==> src/rtl/priority_code_decoder.sv <==
// priority_code_decoder: turns buffered encoder codes into timed one-hot pulses
// on Y, with a pulse/gap pacing FSM and sticky per-line fired status.
module priority_code_decoder #(
    parameter int unsigned PULSE_LEN = 3,
    parameter int unsigned GAP_LEN   = 2
) (
    input  logic       clk,
    input  logic       rst,
    input  logic       in_valid,
    output logic       in_ready,
    input  logic [2:0] A,
    input  logic       v,
    output logic [7:0] Y,
    output logic       y_valid,
    output logic       busy,
    output logic [7:0] sticky,
    input  logic       sticky_clr
);

    typedef enum logic [1:0] {
        IDLE,
        DRIVE,
        GAP
    } state_t;

    localparam logic [7:0] P_INIT = 8'(PULSE_LEN - 1);
    localparam logic [7:0] G_INIT = (GAP_LEN == 0) ? 8'd0 : 8'(GAP_LEN - 1);

    state_t     state, state_n;
    logic [7:0] cnt, cnt_n;
    logic [7:0] y_n;
    logic       yv_n;
    logic [7:0] sticky_n;

    logic [2:0] mem [2];
    logic       wr_ptr, rd_ptr;
    logic [1:0] count;
    logic       push, pop;
    logic [2:0] head;
    logic [7:0] head_oh;

    // Ready depends only on the registered count, so a same-cycle pop never frees a slot.
    assign in_ready = (count != 2'd2);
    assign push     = in_valid && in_ready && v;
    assign head     = mem[rd_ptr];
    assign head_oh  = 8'd1 << head;
    assign busy     = (state != IDLE) || (count != 2'd0);

    always_comb begin
        state_n = state;
        cnt_n   = cnt;
        y_n     = Y;
        yv_n    = y_valid;
        pop     = 1'b0;
        unique case (state)
            IDLE: begin
                y_n  = 8'd0;
                yv_n = 1'b0;
                if (count != 2'd0) begin
                    pop     = 1'b1;
                    y_n     = head_oh;
                    yv_n    = 1'b1;
                    cnt_n   = P_INIT;
                    state_n = DRIVE;
                end
            end
            DRIVE: begin
                if (cnt != 8'd0) begin
                    cnt_n = cnt - 8'd1;
                end else begin
                    y_n  = 8'd0;
                    yv_n = 1'b0;
                    if (GAP_LEN == 0) begin
                        state_n = IDLE;
                    end else begin
                        cnt_n   = G_INIT;
                        state_n = GAP;
                    end
                end
            end
            GAP: begin
                if (cnt != 8'd0) cnt_n = cnt - 8'd1;
                else state_n = IDLE;
            end
            default: state_n = IDLE;
        endcase
    end

    // A pop coinciding with a clear leaves only the popped line set.
    assign sticky_n = (sticky_clr ? 8'd0 : sticky) | (pop ? head_oh : 8'd0);

    always_ff @(posedge clk or posedge rst) begin
        if (rst) begin
            state   <= IDLE;
            cnt     <= 8'd0;
            Y       <= 8'd0;
            y_valid <= 1'b0;
            sticky  <= 8'd0;
        end else begin
            state   <= state_n;
            cnt     <= cnt_n;
            Y       <= y_n;
            y_valid <= yv_n;
            sticky  <= sticky_n;
        end
    end

    always_ff @(posedge clk or posedge rst) begin
        if (rst) begin
            wr_ptr <= 1'b0;
            rd_ptr <= 1'b0;
            count  <= 2'd0;
        end else begin
            if (push) wr_ptr <= ~wr_ptr;
            if (pop) rd_ptr <= ~rd_ptr;
            unique case ({push, pop})
                2'b10:   count <= count + 2'd1;
                2'b01:   count <= count - 2'd1;
                default: count <= count;
            endcase
        end
    end

    always_ff @(posedge clk) begin
        if (push) mem[wr_ptr] <= A;
    end

endmodule

==> config.mk <==
export PLATFORM = sky130hd
export DESIGN_NAME = priority_code_decoder
export DESIGN_NICKNAME = d
export VERILOG_FILES = /design/src/rtl/priority_code_decoder.sv
export SDC_FILE = /design/constraint.sdc
export NUM_CORES = 1
export LEC_CHECK = 0
export ABC_CLOCK_PERIOD_IN_PS = 1700
export CAP_MARGIN = 15
export CORE_MARGIN = 2
export CORE_UTILIZATION = 56
export CTS_CLUSTER_DIAMETER = 50
export DETAILED_ROUTE_END_ITERATION = 7
export DONT_BUFFER_PORTS = 1
export GPL_ROUTABILITY_DRIVEN = 0
export GPL_TIMING_DRIVEN = 0
export PLACE_DENSITY = 0.74
export SLEW_MARGIN = 20
export SYNTH_ARGS = -nofsm -noshare
export SYNTH_HDL_FRONTEND = slang
export SYNTH_SLANG_ARGS = --single-unit
==> constraint.sdc <==
create_clock -name clk -period 1.7 [get_ports clk]
set_clock_uncertainty 0.05 [all_clocks]
set_input_delay 0.17 -clock clk [delete_from_list [all_inputs] [get_ports clk]]
set_output_delay 0.17 -clock clk [all_outputs]
set_load 0.005 [all_outputs]
==> results.md <==
- Cell Int Power: 2733 µW
- Die span in x: 60.68 µm
- Io pins: 27
- Rel. slew slack: between 50% and 60%
- Final hold slack: between 0.1 and 0.15 ns
- Worst setup margin: -0.04535 ns
- Clock power share: 10.3%
- # setup viols final: 3
- CTS tree: yes
- Metal3 WL: 289 µm
- Net count after synthesis: approximately 190
- Post-layout util: approximately three quarters
- Die height: between 60 and 70 µm
- Max Clk Rate: 0.5730 GHz
- Hpwl dp: 2.495 mm
- Vias: around 1,500
- Vias in the first global route: 1,407
- Cells after Synth: 170
- Post-DRT Antenna Nets: 0
- Detailed Route Iter0 Violations: 63
- Mapped cell area: 1799 µm²
- Fin nets: about 220
- GRT Total Usage: about a quarter
- Synth warn: 0
- Seq/Total Area, Yosys: between 50% and 60%
- WP data required: 1.92 ns
- Initial antenna violation count: 0
- Gr ovfl total: 0
- Synth Flop Type: dfrtp_1
- Cell row count: 20
- Vias per std cell: 5.847
- Overall Power: between 4000 and 5000 µW
- Leak pwr: 0.0009443 µW
- Crit end category: register
- Top Metal Used: met4
- Die ar.: about 3700 µm²
- Combinational fraction of design power: 57.2%
- Dpl ws: -0.3768 ns
- Met1 WL: between 1.5 and 2 mm
- RSZ-0062 raised after global routing: true
- Final period utilization: 102.7%
- Pins Over Slew Limit: 0
- Failing checks: setup timing
- H-Tree Depth: 2
- P&R area growth vs syn: 25.45%
- CTS Buf Count: 5
- Placed Area: approximately 1900 µm²
- Crit path kind: reg -> reg
- Max Cap Viol: 0
- CTS max path bufs: 2
- Final Cell Area: around 2300 µm²
- Post-Syn Area per Cell: 10.58 µm²
- Starting Density: 58.93%
- CTS root buf: clkbuf_4
- Library cells used by synthesis: 41
- IO buf count: 0
- Max VDD drop: 1241 µV
- DRC violations left: 0
- Flops & latches, synth: 37
- Clock Latency Late Sink: 0.35 ns
- Net Sw Power: around 2100 µW
- Arr. time, crit path: 1.96 ns
- CP max FO: 8
- Async set-or-reset flop fraction in the synthesized netlist: 83.78%
- Post-synth EDFFs: 6
- Largest net degree at the start of global routing: 32
- Hold Path Class: in -> reg
- First drt pass iteration count: 4
- Clock transition at path regs: 0.12 ns
- WL/cell: ~18 µm
- Antenna cells: 0
- Final min period: 1.745 ns
- Sw Ratio: 44.00%
- Routed WL: 4.397 mm
- Slew at the pin closest to its max-slew limit: 0.7201 ns
- PwrDens: approximately 2200 nW/µm²
- CP startpoint kind: register
- Final hold viol count: 0
- Core ar.: slightly above 3000 µm²
- Layout cells sized above 1: 30.73%
- Status: complete, but fails checks
- Register share of total power: 32.5%
- Clock Sinks: 37
- Met2 WL: 2.307 mm
- First-pass GRT wire length: 6.417 mm
-- state kept, by name (all words and copies together) (netlist names) --
| name | flops |
|---|---|
| Y | 8 |
| cnt | 8 |
| sticky | 8 |
| mem | 6 |
| count | 2 |
| state | 2 |
| rd_ptr | 1 |
| wr_ptr | 1 |
| y_valid | 1 |
-- final cells by class --
| type | instances | area (µm²) |
|---|---|---|
| Sequential cell | 37 | 959.7 |
| Multi-Input combinational cell | 108 | 833.3 |
| Fill cell | 213 | 795.8 |
| Timing Repair Buffer | 27 | 225.2 |
| Inverter | 19 | 71.32 |
| Clock buffer | 7 | 55.05 |
| Tap cell | 44 | 55.05 |
| Buffer | 6 | 50.05 |
| Clock inverter | 1 | 7.507 |
-- critical path: stages, from the launching register on --
cell and delay (ns):
dfrtp_1 0.41, buf_4 0.15, ha_1 0.24, nor3_2 0.23, buf_4 0.20, a41oi_2 0.14, a31oi_1 0.24
-- metal layers --
layer	track usage [%]	vias to the layer above
met1	29.09	715
li1	-	679
met3	7.036	11
met4	12.11	0
met5	0	-
met2	39.94	51
-- cells in the final DEF (no fill, tap or decap), drive strengths merged, types with 2 or more instances in the layout --
cell type    synthesis  layout
a31oi                9       9
clkbuf               0       7
buf                  6      27
a41oi                2       2
inv                 19      19
ha                   7       7
dlygate4sd3          0       6
edfxtp               6       6
xnor2                5       5
dfrtp               31      31
a21oi                3       3
o21ai                7       7
nor2                12      12
nand2b               3       3
nor3b                2       2
nand2               17      17
nor4                 2       2
o31ai                8       8
nand3                5       5
o22ai                9       9
nor3                 3       3
-- power by group through the flow --
stage          sequential (µW)  combinational, µW  clock [µW]
2_1_floorplan             1490               1530           0
6_report                  1580               2790         504
5_1_grt                   1630               3040         543
3_5_place_dp              1580               1880           0
3_3_place_gp              1550               1790           0
4_1_cts                   1560               2230         505
-- through the flow --
step                setup TNS [ns]  std cells
CTS                              0        237
floorplan                 -0.05472        170
global route                -1.162        249
global placement            -1.706        214
finish                    -0.09771        249
detailed placement          -2.817        214
-- synth_stat cells, types with 2 or more instances --
master    number  area [µm²]
dfrtp_1       31       775.7
nand2b_1       3       18.77
a31oi_1        9       56.30
nand3_1        5       25.02
inv_1         19       71.32
buf_6          2       22.52
o21ai_0        6       30.03
ha_1           7       87.58
nor3_1         2       10.01
o22ai_1        9       56.30
xnor2_1        5       43.79
buf_2          2       10.01
a41oi_1        2       17.52
nor2_1        12       45.04
nand2_1       17       63.81
edfxtp_1       6       180.2
a21oi_1        3       15.01
o31ai_1        7       52.55
-- kinds of logic (layout without fill, tap and decap cells) --
family / after synthesis / after routing / share of synthesized area (%)
compound gates: 47 / 47 / 18.71
xor+xnor: 6 / 6 / 2.921
fa+ha+maj: 7 / 7 / 4.868
buf+inv: 25 / 60 / 6.398
flops: 37 / 37 / 53.13
mux: 1 / 1 / 0.5564
simple gates: 47 / 47 / 13.42
-- path summary, 6_finish.rpt --
kind / start / cells past startpoint / slack, ns / endpoint
min in group asynchronous: rst / 2 / 0.29 / Y[2]
worst max-delay path: state[0] / 6 / -0.05 / cnt[7]
worst min register to register: Y[0] / 2 / 0.46 / Y[0]
worst max register to register: state[0] / 6 / -0.05 / cnt[7]
worst min-delay path: v / 2 / 0.12 / mem[1][2]
max in group asynchronous: rst / 2 / 0.85 / count[1]
-- repair_timing --
action,4_1_cts,5_1_grt
pin swaps,3,6
hold buffers,4,2
setup endpoints to repair,21,21
cloned,0,0
gates resized for setup,12,19
setup buffers,11,10
hold endpoints to repair,37,1
Note: power is estimated with default switching activity, not from simulation.
